**config.mk**
```make
export PLATFORM = sky130hd
export DESIGN_NAME = hazard_unit
export DESIGN_NICKNAME = d
export VERILOG_FILES = /design/src/rtl/hazard_unit_pkg.sv /design/src/rtl/hazard_unit_reg_match.sv /design/src/rtl/hazard_unit.sv
export SDC_FILE = /design/constraint.sdc
export NUM_CORES = 1
export LEC_CHECK = 0
export ABC_AREA = 1
export ABC_CLOCK_PERIOD_IN_PS = 2000
export BUFFER_PORTS_ARGS = -buffer_cell sky130_fd_sc_hd__buf_4
export CAP_MARGIN = 30
export CORE_UTILIZATION = 40
export CTS_CLUSTER_SIZE = 10
export DETAILED_ROUTE_END_ITERATION = 12
export PLACE_DENSITY = 0.59
export SLEW_MARGIN = 20
export SYNTH_ARGS = -nofsm -noshare
export SYNTH_HDL_FRONTEND = slang
export SYNTH_SLANG_ARGS = --single-unit
```
**constraint.sdc**
```tcl
create_clock -name clk -period 2 [get_ports clk]
set_clock_uncertainty 0.15 [all_clocks]
set_input_delay 0.2 -clock clk [delete_from_list [all_inputs] [get_ports clk]]
set_output_delay 0.2 -clock clk [all_outputs]
set_load 0.05 [all_outputs]
```
**src/rtl/hazard_unit_pkg.sv**
```systemverilog
// Shared pipeline definitions: register-index width and the x0 constant,
// used by the hazard unit and the forwarding unit.
package hazard_unit_pkg;

  localparam int          REG_ADDR_W  = 5;
  localparam int          STALL_CNT_W = 32;
  localparam logic [4:0]  REG_ZERO    = 5'd0;

endpackage : hazard_unit_pkg

```
**src/rtl/hazard_unit_reg_match.sv**
```systemverilog
// Register-index comparator: flags when an enabled producer writes a
// non-x0 register that a consumer source field names.
module reg_match #(
  parameter int W = 5
) (
  input  logic         en,
  input  logic [W-1:0] rd,
  input  logic [W-1:0] rs,
  output logic         match
);

  import hazard_unit_pkg::*;

  // x0 is hard-wired zero, so a write to it never creates a dependency.
  always_comb begin
    match = en && (rd != W'(REG_ZERO)) && (rd == rs);
  end

endmodule : reg_match

```
**src/rtl/hazard_unit.sv**
```systemverilog
// Load-use hazard detection. A load in ID/EX whose destination is read by
// the instruction in IF/ID freezes PC and IF/ID and bubbles ID/EX for one
// cycle. No stall state is kept: once the bubble reaches ID/EX its memRead
// is 0 and the hazard drops by itself. A saturating counter records the
// number of stalled cycles; reset only clears that counter.
module hazard_unit #(
  parameter int REG_ADDR_W = hazard_unit_pkg::REG_ADDR_W,
  parameter int CNT_W      = hazard_unit_pkg::STALL_CNT_W
) (
  input  logic                  clk,
  input  logic                  rst,
  input  logic                  id_ex_memRead,
  input  logic [REG_ADDR_W-1:0] id_ex_rd,
  input  logic [REG_ADDR_W-1:0] if_id_rs1,
  input  logic [REG_ADDR_W-1:0] if_id_rs2,
  output logic                  stall_pc,
  output logic                  stall_if_id,
  output logic                  flush_id_ex,
  output logic [CNT_W-1:0]      stall_count
);

  logic             match_rs1;
  logic             match_rs2;
  logic             hazard;
  logic [CNT_W-1:0] stall_count_d;
  logic [CNT_W-1:0] stall_count_q;

  // Source fields are compared whether or not the instruction uses them;
  // an occasional spurious stall is the accepted cost of not decoding.
  reg_match #(.W(REG_ADDR_W)) u_match_rs1 (
    .en    (id_ex_memRead),
    .rd    (id_ex_rd),
    .rs    (if_id_rs1),
    .match (match_rs1)
  );

  reg_match #(.W(REG_ADDR_W)) u_match_rs2 (
    .en    (id_ex_memRead),
    .rd    (id_ex_rd),
    .rs    (if_id_rs2),
    .match (match_rs2)
  );

  // Stall controls are purely combinational and independent of rst.
  always_comb begin
    hazard      = match_rs1 || match_rs2;
    stall_pc    = hazard;
    stall_if_id = hazard;
    flush_id_ex = hazard;
    stall_count = stall_count_q;
  end

  // Next counter value: count stalled cycles, stick at all-ones.
  always_comb begin
    stall_count_d = stall_count_q;
    if (hazard && (stall_count_q != {CNT_W{1'b1}})) begin
      stall_count_d = stall_count_q + CNT_W'(1);
    end
  end

  // Counter register with synchronous clear.
  always_ff @(posedge clk) begin
    if (rst) begin
      stall_count_q <= '0;
    end else begin
      stall_count_q <= stall_count_d;
    end
  end

endmodule : hazard_unit

```
* Word-level counts from Yosys, hierarchy flattened
Index checks and enable logic that the tools add are counted.
** Word-level totals
- Flip-flop bits (word level) :: 32
- Logic and storage cells :: 11
- Output and inout port bits :: 35
** Operators by class
- Reductions and logical operators :: 6
- Add/subtract/negate cells :: 1
- Eq/ne operators :: 3
** Operators by type and width (number)
- adder 32 x 1 -> 32 bit, second input constant :: 1
- inequality test 32 bit, second input constant :: 1
- == test 5 bit :: 2
- nonzero test 5 bit :: 1
- logical AND 1 bit :: 4
- logical OR 1 bit :: 1

* Longest topological paths before layout
Gate-level depths: netlist of run 1.
- Depth after elaboration :: 5
- Depth in mapped cells :: 12
- Gate-level depth less buffers :: 12

* Cells and area by module
A second synthesis of run 1 with hierarchy kept.
** Unflattened totals
- Cell total of the unflattened synthesis :: 391
- Area total of the unflattened synthesis :: 2208.4 um2
** Modules (own cells, without submodules)
- hazard_unit :: sequential area each 640.6 um2, cells an instance 333, times used 1, area each 1975.6 um2
- reg_match :: sequential area each 0.0 um2, cells an instance 29, times used 2, area each 116.4 um2

* Worst setup path after synthesis of run 1
No wires, ideal clock.
- Path type :: register -> register
- Start :: register stall_count_q[0] (netlist: stall_count[0])
- End :: register stall_count_q[25] (netlist: stall_count[25])
- Slack :: -0.242 ns
- Cell stages (with the launch flop) :: 11
- Library setup time :: 0.068 ns
- Period minus slack after synthesis :: 2.242 ns
- Arrival time :: 2.024 ns
- Buffers on the path :: 1
- Data required time :: 1.782 ns
- Cell sequence :: dfxtp_1 ha_1 nand3_1 inv_2 nand2_2 nor2_4 nand3_2 nand3_4 buf_6 nand2_1 a21oi_2
** On the way
- Cells in the longest elaborated chain, start to end :: 2
- Elaborated cells between the ends (all ways) :: 3
- Those cells by class :: 1 x add/sub; 1 x eq/ne; 1 x reduce/logical
** Ends and longest elaborated chain
- start, declared :: RTL line hazard_unit.sv:26 : logic [CNT_W-1:0] stall_count_q;
- start signal, assigned :: RTL line hazard_unit.sv:66 : stall_count_q <= stall_count_d;
- parallel branches: the longest is 2 deep, another holds adder 32 x 1 -> 32 bit
Several ways; the timed one is not identified.
A chain may end at the register's enable or synchronous reset.

* Worst setup path in the final report of run 1
- Start :: register stall_count_q[0] (netlist: stall_count[0])
- End :: register stall_count_q[4] (netlist: stall_count[4])
The elaborated chain is that of the path after synthesis.

==> results of run 1 <==
[layout make-up]
class | count | area [um2] | area share (%)
clock buffer | 7 | 76.3 | 2.41
clock inverter | 1 | 5.00 | 0.158
inverter | 44 | 165 | 5.21
multi-input combinational | 323 | 1550 | 48.9
sequential | 32 | 663 | 20.9
tap | 75 | 93.8 | 2.96
timing repair buffer | 77 | 616 | 19.4
[per-stage QoR]
step	setup slack, ns	cell area, um2	total power [W]	instances	hold slack (ns)
after floorplan	0.00846	2450	0.000803	411	0.389
after global placement	0.151	3060	0.000881	547	0.337
after detailed placement	0.142	3060	0.000884	547	0.338
after CTS	0.110	3140	0.00138	555	0.151
after global routing	0.0132	3170	0.00142	559	0.157
final	0.183	3170	0.00136	559	0.149
[worst max-delay path, stage by stage, from the launching register on]
cell and delay (ns):
dfxtp_4 0.37, ha_1 0.16, nand3_1 0.17, inv_2 0.10
nand2_2 0.08, nor2_4 0.13, nand3_2 0.10, nand3_4 0.14
buf_12 0.16, nand2_1 0.05, a21oi_1 0.13
[worst paths after layout]
check,from,endpoint,cells after the start,slack (ns)
min,rst,stall_count[25]$_SDFFE_PP0P_,2,0.15
max,stall_count[0]$_SDFFE_PP0P_,stall_count[4]$_SDFFE_PP0P_,10,0.18
max reg2reg,stall_count[0]$_SDFFE_PP0P_,stall_count[4]$_SDFFE_PP0P_,10,0.18
min reg2reg,stall_count[6]$_SDFFE_PP0P_,stall_count[6]$_SDFFE_PP0P_,2,0.35
[power by group]
group | internal [W] | switching (W) | leakage [nW]
clock network | 0.000244 | 0.000245 | 0.0422
registers | 0.000644 | 0.00000964 | 0.266
logic | 0.0000844 | 0.000135 | 1.13
[timing repair]
item                                    in CTS  in global routing
endpoints found under the setup margin       0                  8
gates resized for setup                      0                  1
buffers inserted                             0                  4
[cell families after synthesis]
logic type | Yosys count | share of synthesized area, %
buf+inv | 56 | 9.98
simple gates | 277 | 48.9
fa+ha+maj | 1 | 0.515
xor+xnor | 21 | 7.57
flops | 32 | 26.4
compound gates | 24 | 6.64
[synthesized netlist by cell type]
| cell type | instances |
|---|---|
| nand2_1 | 140 |
| nor2_1 | 66 |
| inv_1 | 43 |
| nand3_1 | 41 |
| dfxtp_1 | 32 |
| a21oi_2 | 11 |
| xor2_1 | 11 |
| a21oi_1 | 10 |
| nand2_2 | 10 |
| xnor2_1 | 10 |
| nand4_1 | 6 |
| nand3b_1 | 5 |
| clkbuf_1 | 4 |
| buf_6 | 3 |
| o21ai_0 | 3 |
| buf_2 | 2 |
| buf_4 | 2 |
| nor2_2 | 2 |
| nor3_1 | 2 |
| and2_1 | 1 |
| buf_1 | 1 |
| ha_1 | 1 |
| inv_2 | 1 |
| nand3_2 | 1 |
| nand3_4 | 1 |
| nor2_4 | 1 |
| or2_2 | 1 |
[per-layer routing]
| metal | global-route usage, % | up-vias | share of wire (%) |
|---|---|---|---|
| met4 | 8.21 | 0 | 2.2 |
| met1 | 30.3 | 1177 | 50 |
| met5 | 0 | - | 0 |
| li1 | - | 1422 | - |
| met3 | 3.77 | 12 | 4.3 |
| met2 | 36.7 | 66 | 44 |
[cells in the final DEF, fill, tap and decap left out, types with 2 or more instances in the layout]
master	instances
nand2_1	140
buf_4	74
nor2_1	65
inv_1	43
nand3_1	41
dfxtp_1	18
dfxtp_2	12
a21oi_2	11
xor2_1	11
xnor2_1	10
nand2_2	10
a21oi_1	10
nand4_1	6
nand3b_1	5
clkbuf_8	5
nor2_2	3
o21ai_0	3
buf_12	3
nor3_1	2
clkbuf_1	2
dfxtp_4	2
==> qor.csv, run 1 <==
metric;value;unit
outcome;finished clean;
wl_per_cell;12.3;um
cts_max_level;2;
grt_pass1_wl;11200;um
synthTopCellsByArea;dfxtp_1 26%, nand2_1 22%, nor2_1 10%;
fin_crit_sh;90.9;%
grt_util_all_layers;22.8;%
ys_seq_area_share;26.4;%
root_buffer;clkbuf_8;
synth_fp_nets;430;
ys_seq_elements;32;
worst-slew-pin-transition;0.380;ns
die_area;6390;um2
nets;502;
rsz0062_at_grt;no;
drive_above_1_share;26.0;%
grt_max_degree;27;
fp.coreArea;5890;um2
ys_types;27;
critPathCaptureType;register;
hold_path_class;input pin to register;
io_pins;53;
powerDensity;430;nW/um2
numPortBuffers;52;
clk_latency;0.29;ns
fill_cells;622;
hold_buffers;0;
diodes;0;
cts_max_path_buffers;2;
syn_avg_cell_area;5.92;um2
die_y;80.0;um
via_per_inst;4.79;
yosysTopAreaCell;dfxtp_1;
yosys_warnings;0;
path_clk_slew;0.07;ns
ir_drop;0.000223;V
netlist.area_leader.share;26.4;%
vias;2677;
drc_errors;0;
critPathMaxFanout;15;
syn_to_final_growth;30.4;%
worst_slew_margin_rel;74.6;%
fin_crit;1.82;ns
drt_iter0_drc;132;
syn_area;2430;um2
drv_cap;0;
routabilityCongestion;0.950;
wirelength;6850;um
setup-tns-final;0;ns
largest_register_ffs;32;
initial_core_util;41.3;%
drv_slew;0;
fin_util;53.8;%
cts_made_buffers;5;
cts_num_sinks;32;
start_kind;register;
critPathArrivalTime;1.88;ns
cp.required;2.06;ns
hpwlAfterDp;5390;um
rows;28;
antenna_found_initial;0;
cts_tree;yes;
fmax;0.550;GHz
setup-violations-final;0;
critPathKind;register to register;
grt-ovfl-total;0;
syn_inst;411;
die_w;80.0;um
drtPass1Iterations;4;
grt_pass1_vias;2384;
finalHoldViolCount;0;
ant_nets;0;
leakagePower;1.44;nW
No activity file was read; power rests on OpenSTA's default activity.
==> run 2, diff against run 1 <==
--- a/config.mk
+++ b/config.mk
@@ -5,14 +5,13 @@
 export SDC_FILE = /design/constraint.sdc
 export NUM_CORES = 1
 export LEC_CHECK = 0
-export ABC_AREA = 1
 export ABC_CLOCK_PERIOD_IN_PS = 2000
 export BUFFER_PORTS_ARGS = -buffer_cell sky130_fd_sc_hd__buf_4
 export CAP_MARGIN = 30
 export CORE_UTILIZATION = 40
 export CTS_CLUSTER_SIZE = 10
 export DETAILED_ROUTE_END_ITERATION = 12
-export PLACE_DENSITY = 0.59
+export PLACE_DENSITY = 0.61
 export SLEW_MARGIN = 20
 export SYNTH_ARGS = -nofsm -noshare
 export SYNTH_HDL_FRONTEND = slang
==> qor.csv, run 2 <==
metric;value;unit
syn_avg_cell_area;8.32;um2
synthArstFlopShare;0;%
cts_num_sinks;32;
powerDensity;382;nW/um2
netlist.area_leader.share;33.6;%
worstReg2RegStart;stall_count[1]$_SDFFE_PP0P_;
drc_errors;3;
whs;0.210;ns
ant_nets;0;
worst_slack;-0.198;ns
numPortBuffers;52;
power.total;0.00123;W
setup-violations-final;15;
violations;design-rule violations, negative setup slack;
combPwrFrac;11.7;%
critPathMaxFanout;7;
pwr-share-seq;49.8;%
nets;359;
rows;24;
syn_inst;229;
grt_pass1_vias;1917;
yosysMostFrequentCell;dfxtp_1;
routabilityCongestion;0.747;
die_y;71;um
synthTopCellsByArea;dfxtp_1 34%, nor2_1 5.7%, xor2_1 5.1%;
ys_seq_area_share;33.6;%
cts_tree;yes;
grt_pass1_wl;8740;um
critPathArrivalTime;2.26;ns
largest_register_ffs;32;
yosysTopAreaCell;dfxtp_1;
drv_cap;0;
via_per_inst;5.25;
finalHoldViolCount;0;
min_from;rst;
vias;2064;
root_buffer;clkbuf_8;
critPathKind;register to register;
drv_slew;0;
syn_area;1900;um2
clk_latency;0.28;ns
cts_max_level;2;
outcome;finished with violations;
cp_slowest_cell;or3b_4;
synth_ff_type;dfxtp_1;
cp.required;2.06;ns
syn_to_final_growth;69.3;%
fin_crit;2.20;ns
initial_core_util;42.6;%
clockPowerShare;38.5;%
final_cell_mix;105 x buf_4, 26 x nor2_1, 19 x dfxtp_4;
die_area;5040;um2
path_clk_slew;0.07;ns
cts_made_buffers;5;
antenna_found_initial;0;
rsz0062_at_grt;yes;
netSwitchingPower;0.000316;W
drtPass1Iterations;8;
cts_max_path_buffers;2;
io_pins;53;
hpwlAfterDp;3730;um
critPathCaptureType;register;
leakagePower;1.41;nW
cp-startpoint;stall_count[1]$_SDFFE_PP0P_;
ir_drop;0.000372;V
final_common_cell;buf_4;
wirelength;5330;um
grt_util_all_layers;21.8;%
drive_above_1_share;62.8;%
max_stage_delay;0.44;ns
hold_path_class;input pin to register;
fin_crit_sh;110;%
path_cells;ha_4 > and3_4 > and4_4 > o31a_1 > or3b_4 > or3_4 > a21oi_2;
p_int;0.000916;W
worst-slew-pin-transition;0.496;ns
grt-ovfl-total;0;
worst_slew_margin_rel;66.9;%
ys_seq_elements;32;
wl_per_cell;13.6;um
synth.top_cells.by_count;32 x dfxtp_1, 29 x nor2_1, 15 x nand3_1, 12 x nand2_1;
switching_share;25.6;%
die_w;71;um
fp.coreArea;4470;um2
fmax;0.455;GHz
synth_fp_nets;248;
grt_max_degree;50;
start_kind;register;
drt_iter0_drc;79;
synth_edf_count;0;
diodes;0;
ys_types;51;
yosys_warnings;0;
-- run 2: cell count changes in the layout (fill, tap and decap cells not counted), sizes merged, moves of 8 or more --
| cell | before | now |
|---|---|---|
| xnor2 | 10 | 2 |
| buf | 77 | 115 |
| nand2b | 0 | 8 |
| nor2b | 0 | 8 |
| mux2 | 0 | 8 |
| inv | 44 | 5 |
| nand2 | 150 | 12 |
| nand3 | 43 | 15 |
| nor2 | 69 | 29 |
-- run 2: logic make-up after synthesis --
group	after synthesis	synth area share [%]
AND/OR/NAND/NOR	118	34.6
buffers and inverters	17	5.19
adder cells (fa/ha/maj)	1	0.657
XOR/XNOR	13	5.98
AO/OA/AOI/OAI	39	14.7
multiplexers	9	5.26
flip-flops	32	33.6
-- run 2: what timing repair did --
| item | in CTS | in global routing |
|---|---|---|
| hold buffers | 0 | 0 |
| pin swaps | 4 | 10 |
| setup buffers | 4 | 4 |
| cloned | 1 | 0 |
| hold endpoints to repair | 0 | 0 |
| setup endpoints to repair | 20 | 31 |
| resized for setup | 13 | 27 |
-- run 2: routing by layer --
metal | wire length, um | up-vias | part of all wire, % | global-route usage (%)
li1 | - | 1058 | - | -
met2 | 2500 | 37 | 47 | 35.1
met3 | 169 | 6 | 3.2 | 3.85
met4 | 61 | 0 | 1.1 | 8.44
met5 | 0 | - | 0 | 0
met1 | 2600 | 963 | 49 | 29.1
-- run 2: critical path: cells and delay by family, from the launching register on --
| kind | cells | cell delay, ns |
|---|---|---|
| adder cells (fa/ha/maj) | 1 | 0.13 |
| AND/OR/NAND/NOR | 4 | 1.20 |
| flip-flops | 1 | 0.36 |
| AO/OA/AOI/OAI | 2 | 0.29 |
-- run 2: area by class of cell --
class,instances,area (um2)
clock inverters,3,13.8
multi-input cells,181,1420
flip-flops and latches,32,726
inverters,5,18.8
fillers,367,1250
well taps,52,65.1
repair buffers,115,910
clock buffers,5,68.8
-- run 2: power by group through the flow --
stage | combinational, W | sequential [W] | clock, W
after floorplan | 0.0000722 | 0.000632 | 0
after global placement | 0.000138 | 0.000628 | 0
after detailed placement | 0.000139 | 0.000628 | 0
after CTS | 0.000144 | 0.000613 | 0.000482
after global routing | 0.000157 | 0.000613 | 0.000517
final | 0.000144 | 0.000613 | 0.000475
-- run 2: through the flow --
step,setup slack [ns],utilization [%],setup TNS (ns),instances,instance area (um2)
floorplan,-0.383,-,-3.74,229,2110
global placement,-0.139,65.0,-1.77,377,2910
detailed placement,-0.188,65.0,-2.18,377,2910
CTS,-0.173,68.6,-1.78,389,3070
global route,-0.244,72.1,-2.56,393,3220
finish,-0.198,72.1,-1.34,393,3220
-- run 2: worst paths after layout --
path | depth (start not counted) | to | slack (ns)
max reg2reg | 7 | stall_count[20]$_SDFFE_PP0P_ | -0.20
min | 2 | stall_count[14]$_SDFFE_PP0P_ | 0.21
min reg2reg | 2 | stall_count[26]$_SDFFE_PP0P_ | 0.42
max | 7 | stall_count[20]$_SDFFE_PP0P_ | -0.20
==> run 3, diff against run 2 <==
--- a/config.mk
+++ b/config.mk
@@ -8,10 +8,12 @@
 export ABC_CLOCK_PERIOD_IN_PS = 2000
 export BUFFER_PORTS_ARGS = -buffer_cell sky130_fd_sc_hd__buf_4
 export CAP_MARGIN = 30
-export CORE_UTILIZATION = 40
+export CORE_UTILIZATION = 52
 export CTS_CLUSTER_SIZE = 10
 export DETAILED_ROUTE_END_ITERATION = 12
-export PLACE_DENSITY = 0.61
+export PLACE_DENSITY = 0.77
+export REMOVE_ABC_BUFFERS = 1
+export SKIP_CTS_REPAIR_TIMING = 1
 export SLEW_MARGIN = 20
 export SYNTH_ARGS = -nofsm -noshare
 export SYNTH_HDL_FRONTEND = slang
==> qor.csv, run 3 (synthesis results as in run 2) <==
metric;value;unit
outcome;finished with violations;
violations;negative setup slack;
critPathMaxFanout;5;
final_common_cell;buf_4;
power.total;0.00138;W
ant_nets;0;
rsz0062_at_grt;yes;
hpwlAfterDp;3720;um
io_pins;53;
initial_core_util;55.8;%
grt_pass1_wl;8690;um
finalHoldViolCount;0;
rows;21;
cts_max_path_buffers;2;
drv_cap;0;
drt_iter0_drc;154;
critPathCaptureType;register;
p_int;0.00104;W
fmax;0.431;GHz
grt_max_degree;50;
grt-ovfl-total;0;
switching_share;24.8;%
drc_errors;0;
critPathKind;register to register;
die_area;3910;um2
fill_cells;147;
ir_drop;0.000452;V
routabilityCongestion;0.825;
nets;365;
fp.coreArea;3420;um2
cts_max_level;2;
drive_above_1_share;53.6;%
leakagePower;1.40;nW
largest_register_ffs;32;
clockPowerShare;42.6;%
wl_per_cell;19.9;um
vias;2438;
cp.required;2.14;ns
drtPass1Iterations;5;
cts_made_buffers;5;
cts_tree;yes;
multi_input_area;1370;um2
die_w;62.5;um
worstHoldPathCells;2;
via_per_inst;6.20;
wirelength;7820;um
setup-violations-final;34;
numPortBuffers;52;
pre_cts_slack;-0.270;ns
die_y;62.5;um
grt_util_all_layers;28.0;%
fin_crit;2.32;ns
root_buffer;clkbuf_4;
antenna_found_initial;0;
final_cell_mix;116 x buf_4, 27 x nor2_1, 23 x dfxtp_1;
cts_num_sinks;32;
r2r_cells;10;
syn_to_final_growth;63.6;%
clk_latency;0.37;ns
diodes;0;
critPathArrivalTime;2.46;ns
fin_crit_sh;116;%
start_kind;register;
hold_path_class;input pin to register;
netSwitchingPower;0.000341;W
worst_slew_margin_rel;66.6;%
combPwrFrac;11.1;%
path_clk_slew;0.11;ns
drv_slew;0;
grt_pass1_vias;1986;
worst-slew-pin-transition;0.502;ns
worst_slack;-0.320;ns
seq_area;652;um2
powerDensity;442;nW/um2
pwr-share-seq;46.4;%
run 3: cell count changes in the layout (fill, tap and decap cells not counted), moves of 3 or more:
cell,before,now
nand3_1,7,10
dfxtp_1,2,23
buf_6,9,4
dfxtp_4,19,0
clkbuf_8,5,2
clkbuf_4,0,5
buf_4,105,116
run 3: worst paths after layout:
kind | start | to | slack [ns]
setup / recovery | stall_count[1]$_SDFFE_PP0P_ | stall_count[7]$_SDFFE_PP0P_ | -0.32
hold / removal | rst | stall_count[1]$_SDFFE_PP0P_ | 0.14
setup reg to reg | stall_count[1]$_SDFFE_PP0P_ | stall_count[7]$_SDFFE_PP0P_ | -0.32
hold reg to reg | stall_count[26]$_SDFFE_PP0P_ | stall_count[26]$_SDFFE_PP0P_ | 0.44
run 3: critical path, stage by stage (launching register included):
cell and delay [ns]:
dfxtp_2 0.35, ha_4 0.16, and3_4 0.19, and4_4 0.18, and4_1 0.23, buf_4 0.15
buf_4 0.15, nor4_1 0.36, buf_4 0.20, nand2_1 0.05, o21ai_0 0.08
run 3: power by group through the flow:
stage,combinational (W),sequential (W),clock (W)
after floorplan,0.0000498,0.000656,0
after global placement,0.000126,0.000653,0
after detailed placement,0.000129,0.000653,0
after CTS,0.000130,0.000638,0.000573
after global routing,0.000161,0.000639,0.000605
final,0.000152,0.000639,0.000586
run 3: area by class of cell:
cell class | instances | share of cell area (%)
well taps | 46 | 1.85
inverters | 5 | 0.602
clock inverters | 1 | 0.964
flip-flops and latches | 32 | 20.9
clock buffers | 7 | 2.09
multi-input cells | 181 | 43.8
repair buffers | 121 | 29.8
run 3: stage by stage:
step / util, % / instances / hold slack [ns] / TNS (ns) / area (um2)
after floorplan: - / 217 / 0.112 / -26.40 / 1820
after global placement: 80.1 / 377 / 0.379 / -3.04 / 2740
after detailed placement: 80.1 / 377 / 0.391 / -3.90 / 2740
after CTS: 82.9 / 385 / 0.128 / -4.73 / 2830
after global routing: 91.2 / 393 / 0.150 / -9.31 / 3120
final: 91.2 / 393 / 0.141 / -6.93 / 3120
run 3: layer usage:
metal	share of wire [%]	GRT usage, %	up-vias
met5	0	0	-
met4	5.2	10.8	0
met3	7.6	6.57	57
met2	50	48.1	176
met1	37	33.6	1142
li1	-	-	1063
